<file path="src/rtl/compensated_divider_seq.sv">
// compensated_divider_seq: handshaked shift-approximate vs restoring-exact divider with error output.
// Optional running maximum of the error is enabled by defining CDIV_MAXERR_EN.
module compensated_divider_seq #(
  parameter int DW = 16,
  parameter int VW = 8
) (
  input  logic          clk,
  input  logic          rst_n,
  input  logic          in_valid,
  output logic          in_ready,
  input  logic [DW-1:0] a,
  input  logic [VW-1:0] b,
  output logic          out_valid,
  input  logic          out_ready,
  output logic [DW-1:0] app,
  output logic [DW-1:0] acc,
  output logic [VW-1:0] rem,
  output logic [DW-1:0] err,
  output logic          div_by_zero,
  output logic [DW-1:0] err_max
);
  localparam logic [1:0] IDLE = 2'd0, CALC = 2'd1, DONE = 2'd2;
  localparam int CW = $clog2(DW + 1);
  localparam int KW = $clog2(VW + 1);
  logic [1:0]    state;
  logic [DW-1:0] sh, qn, en;
  logic [VW-1:0] dv, pr, prn;
  logic [VW:0]   trial, diff;
  logic [CW-1:0] cnt;
  logic [KW-1:0] k;
  logic          qb, last;
  always_comb begin
    k = '0;
    for (int i = 0; i < VW; i++) if (b[i]) k = KW'(i);
  end
  // sh holds the remaining dividend bits in its top and collects quotient bits at its bottom
  assign trial = {pr, sh[DW-1]};
  assign diff = trial - {1'b0, dv};
  assign qb = ~diff[VW];
  assign prn = qb ? diff[VW-1:0] : trial[VW-1:0];
  assign qn = {sh[DW-2:0], qb};
  assign en = app - qn;
  assign last = state == CALC && cnt == CW'(1);
  assign in_ready = state == IDLE;
  assign out_valid = state == DONE;
  // divide-by-zero reuses CALC for one cycle so it also lands in DONE one edge after accept
  always_ff @(posedge clk or negedge rst_n)
    if (!rst_n) begin
      state <= IDLE;
      sh <= '0;
      dv <= '0;
      pr <= '0;
      cnt <= '0;
      app <= '0;
      acc <= '0;
      rem <= '0;
      err <= '0;
      div_by_zero <= 1'b0;
    end else begin
      case (state)
        IDLE: if (in_valid) begin
          sh <= a;
          dv <= b;
          pr <= '0;
          div_by_zero <= b == '0;
          cnt <= b == '0 ? CW'(1) : CW'(DW);
          app <= b == '0 ? '1 : a >> k;
          state <= CALC;
          if (b == '0) begin
            acc <= '1;
            rem <= a[VW-1:0];
            err <= '0;
          end
        end
        CALC: begin
          sh <= qn;
          pr <= prn;
          cnt <= cnt - CW'(1);
          if (cnt == CW'(1)) begin
            state <= DONE;
            if (!div_by_zero) begin
              acc <= qn;
              rem <= prn;
              err <= en;
            end
          end
        end
        DONE: if (out_ready) state <= IDLE;
        default: state <= IDLE;
      endcase
    end
`ifdef CDIV_MAXERR_EN
  always_ff @(posedge clk or negedge rst_n)
    if (!rst_n) err_max <= '0;
    else if (last && !div_by_zero && en > err_max) err_max <= en;
`else
  assign err_max = '0;
`endif
endmodule
</file>
<file path="config.mk">
export PLATFORM = sky130hd
export DESIGN_NAME = compensated_divider_seq
export DESIGN_NICKNAME = d
export VERILOG_FILES = /design/src/rtl/compensated_divider_seq.sv
export SDC_FILE = /design/constraint.sdc
export NUM_CORES = 1
export LEC_CHECK = 0
export BUFFER_PORTS_ARGS = -buffer_cell sky130_fd_sc_hd__buf_2
export CAP_MARGIN = 20
export CORE_MARGIN = 1.5
export CORE_UTILIZATION = 35
export DETAILED_ROUTE_END_ITERATION = 16
export PLACE_DENSITY_LB_ADDON = 0.08
export SETUP_SLACK_MARGIN = 0.05
export SYNTH_ARGS = -nofsm -noshare
export SYNTH_HDL_FRONTEND = slang
export SYNTH_SLANG_ARGS = --single-unit
export TNS_END_PERCENT = 30
</file>
<file path="constraint.sdc">
create_clock -name clk -period 4.98 [get_ports clk]
set_clock_uncertainty 0.05 [all_clocks]
set_input_delay 0.249 -clock clk [delete_from_list [all_inputs] [get_ports clk]]
set_output_delay 0.249 -clock clk [all_outputs]
set_load 0.01 [all_outputs]
</file>
# Yosys cells after proc, flatten, opt, wreduce, memory -nomap -nowiden
# Index checks and enable logic that the tools add are counted.
# Widths: inputs -> output; s select.
[op_classes]
addsub = 3
n_eq_ne = 8
shift = 1
muxes = 35
bitwise_logic = 1
reduce_logical = 7
[op_table]
columns = ["cell", "n"]
rows = [
  ["$mux 16", 10],
  ["$pmux 16 s2", 3],
  ["$mux 8", 6],
  ["$pmux 8 s2", 2],
  ["$mux 4", 5],
  ["$shr 16x4->16", 1],
  ["$sub 16x16->16", 1],
  ["$mux 5", 2],
  ["$pmux 5 s2", 1],
  ["$sub 9x8->9", 1],
  ["$logic_not 8->1", 1],
  ["$mux 2", 4],
  ["$ne 2x1->1 const B", 3],
  ["$pmux 2 s3", 1],
  ["$eq 5x1->1 const B", 1],
  ["$reduce_and 5->1", 1],
  ["$sub 5x1->5 const B", 1],
  ["$ne 2x2->1 const B", 2],
  ["$reduce_and 2->1", 2],
  ["$reduce_and 3->1", 1],
  ["$eq 2x1->1 const B", 1],
  ["$eq 2x2->1 const B", 1],
  ["$logic_not 2->1", 1],
  ["$reduce_bool 2->1", 1],
  ["2 further kinds", 2],
]
[totals]
reg_bits = 96
in_bits = 28
out_inout_bits = 75
elab_cells = 65

# Depth between registers and ports, before layout
# Gate-level depths: netlist of run 1.
[depth]
ltp_word = 9
ltp_mapped = 19
depth_no_buf = 18

# Least setup slack after synthesis of run 1
# Ideal clock, no wire load.
[synth_timing]
kind = "flip-flop to flip-flop"
startpoint = "register sh[15]"
endpoint = "register err[14]"
setup_time_ns = 0.127
t_arrival_ns = 3.782
t_required_ns = 4.803
slack_ns = 1.021
path_stages_with_launch = 20
path_buffers = 1
period_less_slack_ns = 3.959
cell_sequence = "dfrtp_1 > inv_1 > ha_1 > inv_1 > fa_1 > a211oi_1 > nor2_1 > o22ai_1 > xnor2_1 > buf_6 > ha_1 > inv_1 > fa_1 > a21oi_1 > o21ai_0 > a21oi_1 > nor3_1 > a2111oi_0 > xor2_1 > o21ai_0"
[synth_between]
elab_chain_len = 6
[synth_rtl]
columns = ["item", "line", "source"]
rows = [
  ["start, declared", "26", "logic [DW-1:0] sh, qn, en;"],
  ["start signal, assigned", "76", "sh <= qn;"],
  ["$sub 9x8->9", "38", "assign diff = trial - {1'b0, dv};"],
  ["$not 1->1", "39", "assign qb = ~diff[VW];"],
  ["$sub 16x16->16", "42", "assign en = app - qn;"],
  ["$mux 16", "81", "if (!div_by_zero) begin"],
  ["$mux 16", "79", "if (cnt == CW'(1)) begin"],
  ["$pmux 16 s2", "60", "case (state)"],
  ["end signal, assigned", "84", "err <= en;"],
  ["end, declared", "18", "output logic [DW-1:0] err,"],
]
# No other way between the ends. The select of a mux whose other input is x is not followed.
# A chain may end at the register's enable or synchronous reset.

# Worst setup path after layout of run 1
# Same ends and word-level chain as after synthesis.

==> results by group, run 1 <==
Status
  – Status: complete, no violations

Clock tree
  – CTS tree: built
  – Clk slew on worst S/H paths: 0.06 ns
  – TritonCTS Buffers: 9
  – Post-CTS Resized: 0
  – Clk buf depth: 2
  – H-tree levels: 3
  – Clock tree sinks: 96
  – Clk root buf: clkbuf_16
  – Clk Latency, worst-skew pair: 0.35 ns

GRT
  – GRT Util Overall: 19.5%
  – Met2 GRT Util: 32.5%
  – Antenna violations before repair: 0
  – Met1 GRT Util: 26.0%
  – Grt total ovfl: 0
  – Vias in the first global route: 4,532
  – Met3 Resource Use GR: 3.40%
  – Largest net degree at the start of global routing: 53
  – First-pass GRT wire length: 25.0 mm
  – GR peak layer: met2

Pwr
  – Max VDD drop: 0.250 mV
  – Cell leakage power: 3.07 nW
  – Pwr dens: 733 nW/um^2
  – Pwr Total: 4.79 mW

Yosys
  – Unique masters post-synth: 57
  – #FFs+latches synth: 96
  – Syn_area_per_cell: 9.08 um^2
  – Post-synthesis cell area: 5630 um^2
  – Synth Warn #: 0
  – Prevailing post-synth register cell: dfrtp_1
  – Asr flop ratio synth: 100%
  – Seq/Total Area, Yosys: 42.7%
  – Post-Syn Instances: 620
  – Post-synth EDFFs: 0

Worst setup path
  – R2R setup slack: 0.70 ns
  – CP endpoint kind: flip-flop
  – CP max FO: 4
  – CP max stage delay: 0.47 ns
  – CP cell instances: inv_1, ha_1, inv_1, fa_1, a211oi_1, nor2_1, o22ai_1, xnor2_1, ha_1, inv_1, fa_1, a21oi_1, o21ai_0, a21oi_1, nor3_1, a2111oi_0, xor2_1, o21ai_0
  – Slowest CP cell: a2111oi_0
  – CP required: 5.13 ns
  – Worst Setup Path Type: flip-flop to flip-flop
  – Crit-path most repeated cell: inv_1
  – Crit path launch type: flip-flop
  – Arrival time worst endpoint: 4.43 ns

STA
  – Setup TNS: 0 ns
  – Final Hold Fails: 0
  – RSZ-0062 raised after global routing: false
  – F_max: 0.234 GHz
  – Fin. max-slew vios: 0
  – # setup viols final: 0
  – Fin crit share: 86.0%
  – Relative slew slack: 30.4%
  – Slew @ Worst Pin: 1.04 ns
  – Final Critical Period: 4.28 ns

Placed design
  – Dpl cells: 903
  – Post-detail-place hpwl: 11.8 mm
  – Port-buffer cells: 86
  – Routability congestion estimate: 0.835

Finish
  – Commonest cells after routing, fill and taps aside: dfrtp_1, buf_2, nand2_1, o21ai_0, nor2_1
  – Layout cell share with drive strength beyond 1: 17.9%
  – Fillcell total: 1,645
  – Area of the multi-input gates: 2920 um^2
  – Nets: 755
  – Register area: 2400 um^2
  – # diodes: 0
  – Final core occ: 41.4%
  – Area Growth Syn to Fin: 16.1%
  – Non-filler cells, final: 919
  – Most common cell after layout, fill and taps aside: dfrtp_1

Route
  – Drt total wl: 15.7 mm
  – Vias per cell: 5.06
  – Initial DRC Count: 195
  – DRC: 0
  – Routed WL per cell: 17.1 um
  – Routed via count: 4,654
  – Router iterations before antenna repair: 6
  – Remaining antenna violation count: 0

Worst hold path
  – Worst min path class: input port to flip-flop

Floorplanning
  – Die height: 130 um
  – Core Rows: 46
  – Num ports: 103
  – Full die area: 16,800 um^2
  – Core area: 15,800 um^2
  – Die Span X: 130 um
  – Initial Util: 35.7%

Run
  – Max-cap viol count: 0
==> metal layers <==
layer  up-vias  wire (um)
li1       2292          -
met1      2247       7280
met2        97       7650
met3        18        520
met4         0        276
met5         -          0
==> cell usage after synthesis, drive strengths merged (2+ instances only) <==
master	instances	area (um^2)
a211oi	5	37.5
a21o	7	53.8
a21oi	38	190
a22o	2	17.5
a31oi	9	56.3
and2	4	25.0
buf	30	203
clkbuf	15	57.6
dfrtp	96	2400
fa	2	40.0
ha	26	325
inv	33	124
mux2	4	45.0
mux2i	41	410
nand2	82	308
nand2b	4	25.0
nand3	5	25.0
nor2	49	184
nor2b	5	38.8
nor3	6	30.0
nor4	3	25.0
o211ai	3	22.5
o21a	11	82.6
o21ai	78	390
o21bai	2	15.0
o22ai	11	68.8
o31a	6	53.8
o31ai	5	42.5
o32ai	2	25.0
or4	3	22.5
xnor2	8	70.1
xor2	10	87.6
==> worst max-delay path, delay by kind of cell, from the launching register on <==
family                     cells  cell delay [ns]
AOI/OAI and AO/OA              7             1.75
xor gates and xnor gates       2             0.36
adders and majority gates      4             1.17
buffers and inverters          3             0.19
DFF                            1             0.38
and+or+nand+nor                2             0.23
==> where the power goes <==
group          internal, mW  switching [mW]
Combinational          1.12            1.58
Clock                 0.387           0.308
Sequential             1.14           0.247
==> path summary, 6_finish.rpt <==
check / from / to / cells past startpoint
worst min register to register: err[6]$_DFFE_PN0P_ / err[6]$_DFFE_PN0P_ / 2
max in group asynchronous: rst_n / cnt[0]$_DFFE_PN0P_ / 3
worst min-delay path: b[0] / dv[0]$_DFFE_PN0P_ / 3
min in group asynchronous: rst_n / acc[9]$_DFFE_PN0P_ / 2
worst max register to register: sh[15]$_DFFE_PN0P_ / err[14]$_DFFE_PN0P_ / 18
worst max-delay path: sh[15]$_DFFE_PN0P_ / err[14]$_DFFE_PN0P_ / 18
==> flip-flops by register name, indices dropped and copies added, names as in the netlist <==
signal	cells
state	2
app	16
dv	8
rem	8
pr	8
div_by_zero	1
cnt	5
err	16
sh	16
acc	16
==> logic make-up after synthesis <==
logic type / count (synthesis) / share of synthesized area [%]
compound gates: 188 / 20.3
simple gates: 166 / 12.8
flops: 96 / 42.7
buf+inv: 78 / 6.83
mux: 45 / 8.09
fa+ha+maj: 28 / 6.49
xor+xnor: 18 / 2.80
other cells: 1 / 0.0666
==> per-stage QoR <==
step / instance area [um^2] / hold WS [ns] / setup WS (ns)
after global placement: 6240 / 0.282 / 0.764
after floorplan: 5680 / -0.0966 / 1.02
final: 6530 / 0.0978 / 0.699
after CTS: 6530 / 0.0912 / 0.670
after global routing: 6530 / 0.110 / 0.247
after detailed placement: 6240 / 0.289 / 0.702
==> area by class of cell <==
| type | instances | share of cell area, % |
|---|---|---|
| clock inverter | 5 | 0.900 |
| clock buffer | 10 | 3.50 |
| timing repair buffer | 98 | 8.04 |
| inverter | 33 | 1.90 |
| tap | 216 | 4.14 |
| multi-input combinational | 461 | 44.8 |
| sequential | 96 | 36.8 |
==> timing repair <==
| item | 4_1_cts | 5_1_grt |
|---|---|---|
| endpoints found under the hold margin | 51 | 0 |
| hold buffers | 1 | 0 |
| buffers inserted | 0 | 0 |
(Power assumes the default switching activity.)
==> run 2, diff against run 1 <==
Settings changed: MAX_ROUTING_LAYER from default to met4.
==> results by group, run 2 (synthesis gave the netlist of run 1 again) <==
Route
  – DRC: 0 (unchanged)
  – Routed WL per cell: 17.2 um (was 17.1 um)
  – Vias per cell: 5.07 (was 5.06)
  – Router iterations before antenna repair: 6 (unchanged)
  – Routed via count: 4,662 (was 4,654)
  – Remaining antenna violation count: 0 (unchanged)
  – Drt total wl: 15.8 mm (was 15.7 mm)
  – Initial DRC Count: 215 (was 195)

Worst setup path
  – Crit path launch type: flip-flop (unchanged)
  – CP max FO: 4 (unchanged)
  – CP required: 5.13 ns (about the same)
  – CP Launch Point: sh[15]$_DFFE_PN0P_ (unchanged)
  – Arrival time worst endpoint: 4.43 ns (about the same)
  – CP endpoint kind: flip-flop (unchanged)
  – Worst Setup Path Type: flip-flop to flip-flop (unchanged)
  – RR Startpoint: sh[15]$_DFFE_PN0P_ (unchanged)
  – Slowest CP cell: a2111oi_0 (unchanged)
  – CP max stage delay: 0.47 ns (about the same)
  – CP cell instances: inv_1, ha_1, inv_1, fa_1, a211oi_1, nor2_1, o22ai_1, xnor2_1, ha_1, inv_1, fa_1, a21oi_1, o21ai_0, a21oi_1, nor3_1, a2111oi_0, xor2_1, o21ai_0 (unchanged)
  – Crit-path most repeated cell: inv_1 (unchanged)

Finish
  – Non-filler cells, final: 919 (unchanged)
  – Finished Cell Area: 6530 um^2 (unchanged)
  – Most common cell after layout, fill and taps aside: dfrtp_1 (unchanged)
  – Commonest cells after routing, fill and taps aside: dfrtp_1, buf_2, nand2_1, o21ai_0, nor2_1 (unchanged)
  – Fillcell total: 1,645 (unchanged)
  – # diodes: 0 (unchanged)
  – Area Growth Syn to Fin: 16.1% (unchanged)
  – Nets: 755 (unchanged)
  – Layout cell share with drive strength beyond 1: 17.9% (unchanged)

Worst hold path
  – Worst min path class: input port to flip-flop (unchanged)
  – Min-delay src: b[0] (unchanged)

Clock tree
  – TritonCTS Buffers: 9 (unchanged)
  – Clk root buf: clkbuf_16 (unchanged)
  – CTS Hold Buffers Added: 1 (unchanged)
  – Clk Latency, worst-skew pair: 0.35 ns (about the same)
  – Buffer count from post-CTS setup fixing: 0 (unchanged)
  – Post-CTS Resized: 0 (unchanged)
  – Clock tree sinks: 96 (unchanged)
  – Clk slew on worst S/H paths: 0.06 ns (about the same)
  – H-tree levels: 3 (unchanged)
  – CTS tree: built (unchanged)
  – Clk buf depth: 2 (unchanged)

Floorplanning
  – Die height: 130 um (unchanged)
  – Core area: 15,800 um^2 (unchanged)
  – Core Rows: 46 (unchanged)
  – Initial Util: 35.7% (unchanged)
  – Num ports: 103 (unchanged)
  – Full die area: 16,800 um^2 (unchanged)
  – Die Span X: 130 um (unchanged)

Pwr
  – Switching Fraction: 44.7% (was 44.6%)
  – Pwr dens: 733 nW/um^2 (about the same)
  – Clock Power Share: 14.6% (was 14.5%)
  – Max VDD drop: 0.250 mV (about the same)
  – Cell leakage power: 3.07 nW (unchanged)
  – Int Pwr: 2.65 mW (about the same)
  – Logic pwr share: 56.4% (was 56.5%)
  – Sw Pwr: 2.14 mW (about the same)
  – Pwr Total: 4.79 mW (about the same)
  – Reg power frac: 29.0% (about the same)

STA
  – # setup viols final: 0 (unchanged)
  – RSZ-0062 raised after global routing: false (unchanged)
  – Fin crit share: 85.8% (was 86.0%)
  – Relative slew slack: 26.6% (was 30.4%)
  – Final Critical Period: 4.27 ns (was 4.28 ns)
  – Slew @ Worst Pin: 1.10 ns (was 1.04 ns)
  – F_max: 0.234 GHz (about the same)
  – Final Hold Fails: 0 (unchanged)
  – Fin. max-slew vios: 0 (unchanged)
  – Worst Slack Setup Final: 0.706 ns (was 0.699 ns)
  – Setup TNS: 0 ns (unchanged)

GRT
  – First-pass GRT wire length: 24.9 mm (was 25.0 mm)
  – Antenna violations before repair: 0 (unchanged)
  – Vias in the first global route: 4,542 (was 4,532)
  – Largest net degree at the start of global routing: 53 (unchanged)
  – Grt total ovfl: 0 (unchanged)
  – GRT Util Overall: 20.1% (was 19.5%)

Placed design
  – Port-buffer cells: 86 (unchanged)
  – Setup WS pre-CTS: 0.702 ns (unchanged)
  – Placed instance area: 6240 um^2 (unchanged)
  – Post-detail-place hpwl: 11.8 mm (unchanged)
  – Routability congestion estimate: 0.848 (was 0.835)
  – Dpl cells: 903 (unchanged)

Status
  – Status: complete, no violations (unchanged)

Run
  – Max-cap viol count: 0 (unchanged)
## run 2: cell counts in the layout (fill, tap and decap cells not counted)
Identical to the previous run, type by type.
## run 2: layout make-up
cell class	count	area, um^2	area share, %
Tap cell	216	270	4.14
Timing Repair Buffer	98	526	8.04
Clock buffer	10	229	3.50
Multi-Input combinational cell	461	2920	44.8
Clock inverter	5	58.8	0.900
Sequential cell	96	2400	36.8
Inverter	33	124	1.90
## run 2: power groups by stage
stage | combinational (mW) | sequential (mW) | clock [mW]
after CTS | 2.73 | 1.39 | 0.716
after floorplan | 1.88 | 1.43 | 0
after global placement | 2.68 | 1.39 | 0
after global routing | 3.05 | 1.44 | 0.744
final | 2.70 | 1.39 | 0.699
after detailed placement | 2.71 | 1.41 | 0
## run 2: critical path, delay by kind of cell (launching register included)
family                   cells  cell delay (ns)
flip-flops                   1             0.38
XOR/XNOR                     2             0.36
adder cells (fa/ha/maj)      4             1.17
AND/OR/NAND/NOR              2             0.23
buffers and inverters        3             0.19
AO/OA/AOI/OAI                7             1.75
## run 2: per-stage QoR
step                util, %  hold WS, ns
floorplan                 -      -0.0966
global placement       39.5        0.282
detailed placement     39.5        0.289
CTS                    41.4       0.0912
global route           41.4        0.110
finish                 41.4       0.0946
## run 2: worst paths after layout
| check | depth (start not counted) | endpoint | slack [ns] |
|---|---|---|---|
| max in group asynchronous | 3 | cnt[0]$_DFFE_PN0P_ | 3.38 |
| worst min-delay path | 3 | dv[0]$_DFFE_PN0P_ | 0.09 |
| min in group asynchronous | 2 | acc[9]$_DFFE_PN0P_ | 0.43 |
| worst max-delay path | 18 | err[14]$_DFFE_PN0P_ | 0.71 |
| worst min register to register | 2 | err[6]$_DFFE_PN0P_ | 0.42 |
| worst max register to register | 18 | err[14]$_DFFE_PN0P_ | 0.71 |
## run 2: per-layer routing
layer / part of all wire [%] / up-vias / track usage (%)
met1: 46 / 2247 / 25.8
met3: 3.5 / 21 / 3.32
met4: 1.8 / 0 / 5.82
li1: - / 2293 / -
met2: 48 / 101 / 32.7
met5: 0 / - / -
==> run 3, diff against run 2 <==
Settings changed: PLACE_DENSITY from default to 0.54, PLACE_DENSITY_LB_ADDON 0.08 to default.
==> results by group, run 3 (synthesis gave the netlist of run 1 again) <==
Worst setup path
  – CP max stage delay: 0.47 ns (about the same)
  – Crit path launch type: flip-flop (unchanged)
  – Arrival time worst endpoint: 4.46 ns (was 4.43 ns)
  – CP endpoint kind: flip-flop (unchanged)
  – Worst Setup Path Type: flip-flop to flip-flop (unchanged)
  – WP buf/inv: 3 (unchanged)
  – CP cell instances: inv_1, ha_1, inv_1, fa_1, a211oi_1, nor2_1, o22ai_1, xnor2_1, ha_1, inv_1, fa_1, a21oi_1, o21ai_0, a21oi_1, nor3_1, a2111oi_0, xor2_1, o21ai_0 (unchanged)
  – Slowest CP cell: a2111oi_0 (unchanged)
  – Top Family by Delay on Critical Path: compound AO/OA/AOI/OAI gates (unchanged)
  – CP max FO: 4 (unchanged)
  – Crit-path most repeated cell: inv_1 (unchanged)
  – CP required: 5.14 ns (was 5.13 ns)

Clock tree
  – TritonCTS Buffers: 9 (unchanged)
  – CTS tree: built (unchanged)
  – Clk root buf: clkbuf_16 (unchanged)
  – H-tree levels: 3 (unchanged)
  – Buffer count from post-CTS setup fixing: 0 (unchanged)
  – Clock tree sinks: 96 (unchanged)
  – Clk buf depth: 2 (unchanged)
  – Post-CTS Resized: 0 (unchanged)
  – Clk Latency, worst-skew pair: 0.36 ns (was 0.35 ns)
  – Clk slew on worst S/H paths: 0.07 ns (was 0.06 ns)

GRT
  – GRT Util Overall: 20.0% (was 20.1%)
  – Vias in the first global route: 4,688 (was 4,542)
  – Antenna violations before repair: 0 (unchanged)
  – Grt total ovfl: 0 (unchanged)
  – First-pass GRT wire length: 25.0 mm (was 24.9 mm)
  – Largest net degree at the start of global routing: 59 (was 53)

Pwr
  – Cell leakage power: 3.07 nW (about the same)
  – Max VDD drop: 0.342 mV (was 0.250 mV)
  – Pwr Total: 4.79 mW (about the same)
  – Pwr dens: 732 nW/um^2 (was 733 nW/um^2)

Finish
  – Commonest cells after routing, fill and taps aside: dfrtp_1, buf_2, nand2_1, o21ai_0, nor2_1 (unchanged)
  – Most common cell after layout, fill and taps aside: dfrtp_1 (unchanged)
  – Fillcell total: 1,660 (was 1,645)
  – # diodes: 0 (unchanged)
  – Final core occ: 41.5% (was 41.4%)
  – Nets: 754 (was 755)
  – Area Growth Syn to Fin: 16.3% (was 16.1%)
  – Layout cell share with drive strength beyond 1: 17.9% (unchanged)

Route
  – Routed WL per cell: 17.0 um (was 17.2 um)
  – DRC: 0 (unchanged)
  – Drt total wl: 15.6 mm (was 15.8 mm)
  – DR WL met2: 7.60 mm (was 7.64 mm)
  – M1 WL: 6.91 mm (was 7.31 mm)
  – Vias per cell: 5.11 (was 5.07)
  – Remaining antenna violation count: 0 (unchanged)
  – Routed via count: 4,692 (was 4,662)
  – Router iterations before antenna repair: 5 (was 6)
  – Met3 wire length: 880 um (was 553 um)
  – DR top layer: met4 (unchanged)
  – Initial DRC Count: 262 (was 215)

STA
  – Slew @ Worst Pin: 1.08 ns (was 1.10 ns)
  – Setup TNS: 0 ns (unchanged)
  – Final Hold Fails: 0 (unchanged)
  – RSZ-0062 raised after global routing: false (unchanged)
  – Relative slew slack: 28.0% (was 26.6%)
  – Fin. max-slew vios: 0 (unchanged)
  – Final Critical Period: 4.30 ns (was 4.27 ns)
  – Worst Slack Setup Final: 0.682 ns (was 0.706 ns)
  – # setup viols final: 0 (unchanged)
  – Fin crit share: 86.3% (was 85.8%)
  – F_max: 0.233 GHz (was 0.234 GHz)

Placed design
  – Routability congestion estimate: 0.898 (was 0.848)
  – Port-buffer cells: 86 (unchanged)
  – Post-detail-place hpwl: 11.5 mm (was 11.8 mm)
  – Setup WS pre-CTS: 0.729 ns (was 0.702 ns)

Status
  – Status: complete, no violations (unchanged)

Floorplanning
  – Num ports: 103 (unchanged)
  – Full die area: 16,800 um^2 (unchanged)
  – Die Span X: 130 um (unchanged)
  – Core area: 15,800 um^2 (unchanged)
  – Die height: 130 um (unchanged)
  – Initial Util: 35.7% (unchanged)
  – Core Rows: 46 (unchanged)

Run
  – Max-cap viol count: 0 (unchanged)

Worst hold path
  – Worst min path class: input port to flip-flop (unchanged)
-- run 3: area by class of cell --
type	instances	area [um^2]	area share, %
Multi-Input combinational cell	461	2920	44.7
Clock buffer	10	229	3.50
Tap cell	216	270	4.13
Timing Repair Buffer	97	526	8.03
Inverter	33	124	1.89
Sequential cell	96	2400	36.7
Clock inverter	6	67.6	1.03
-- run 3: worst min-delay path, cell delays in order --
cell and delay, ns:
buf_2 0.07, nand2b_1 0.09, nand2_1 0.05
-- run 3: report_power, final --
group          total [mW]  internal (mW)  switching (mW)  leakage, nW
registers            1.39           1.14           0.244         1.14
clock network       0.709          0.392           0.318        0.139
logic                2.69           1.12            1.57         1.79
total                4.79           2.66            2.13         3.07
-- run 3: per-stage QoR --
stage	hold slack [ns]	std cells	cell area, um^2
2_1_floorplan	-0.0966	635	5680
6_report	0.0761	919	6540
5_1_grt	0.0713	919	6540
3_3_place_gp	0.306	901	6220
4_1_cts	0.0696	918	6530
3_5_place_dp	0.323	901	6220
-- run 3: path summary, 6_finish.rpt --
kind | startpoint | end | slack (ns) | cells after the start
max | sh[15]$_DFFE_PN0P_ | err[14]$_DFFE_PN0P_ | 0.68 | 18
min | out_ready | state[1]$_DFFE_PN0P_ | 0.08 | 3
max reg2reg | sh[15]$_DFFE_PN0P_ | err[14]$_DFFE_PN0P_ | 0.68 | 18
min reg2reg | err[7]$_DFFE_PN0P_ | err[7]$_DFFE_PN0P_ | 0.42 | 2
max in group asynchronous | rst_n | cnt[1]$_DFFE_PN0P_ | 3.41 | 3
min in group asynchronous | rst_n | err[11]$_DFFE_PN0P_ | 0.45 | 2
-- run 3: timing repair --
item	CTS	global route
hold endpoints to repair	57	0
hold buffers	1	0
endpoints found under the setup margin	0	0
-- run 3: metal layers --
layer  up-vias  GRT usage, %
met5         -             -
li1       2282             -
met2       118          32.8
met1      2278          25.0
met3        14          4.55
met4         0          5.42
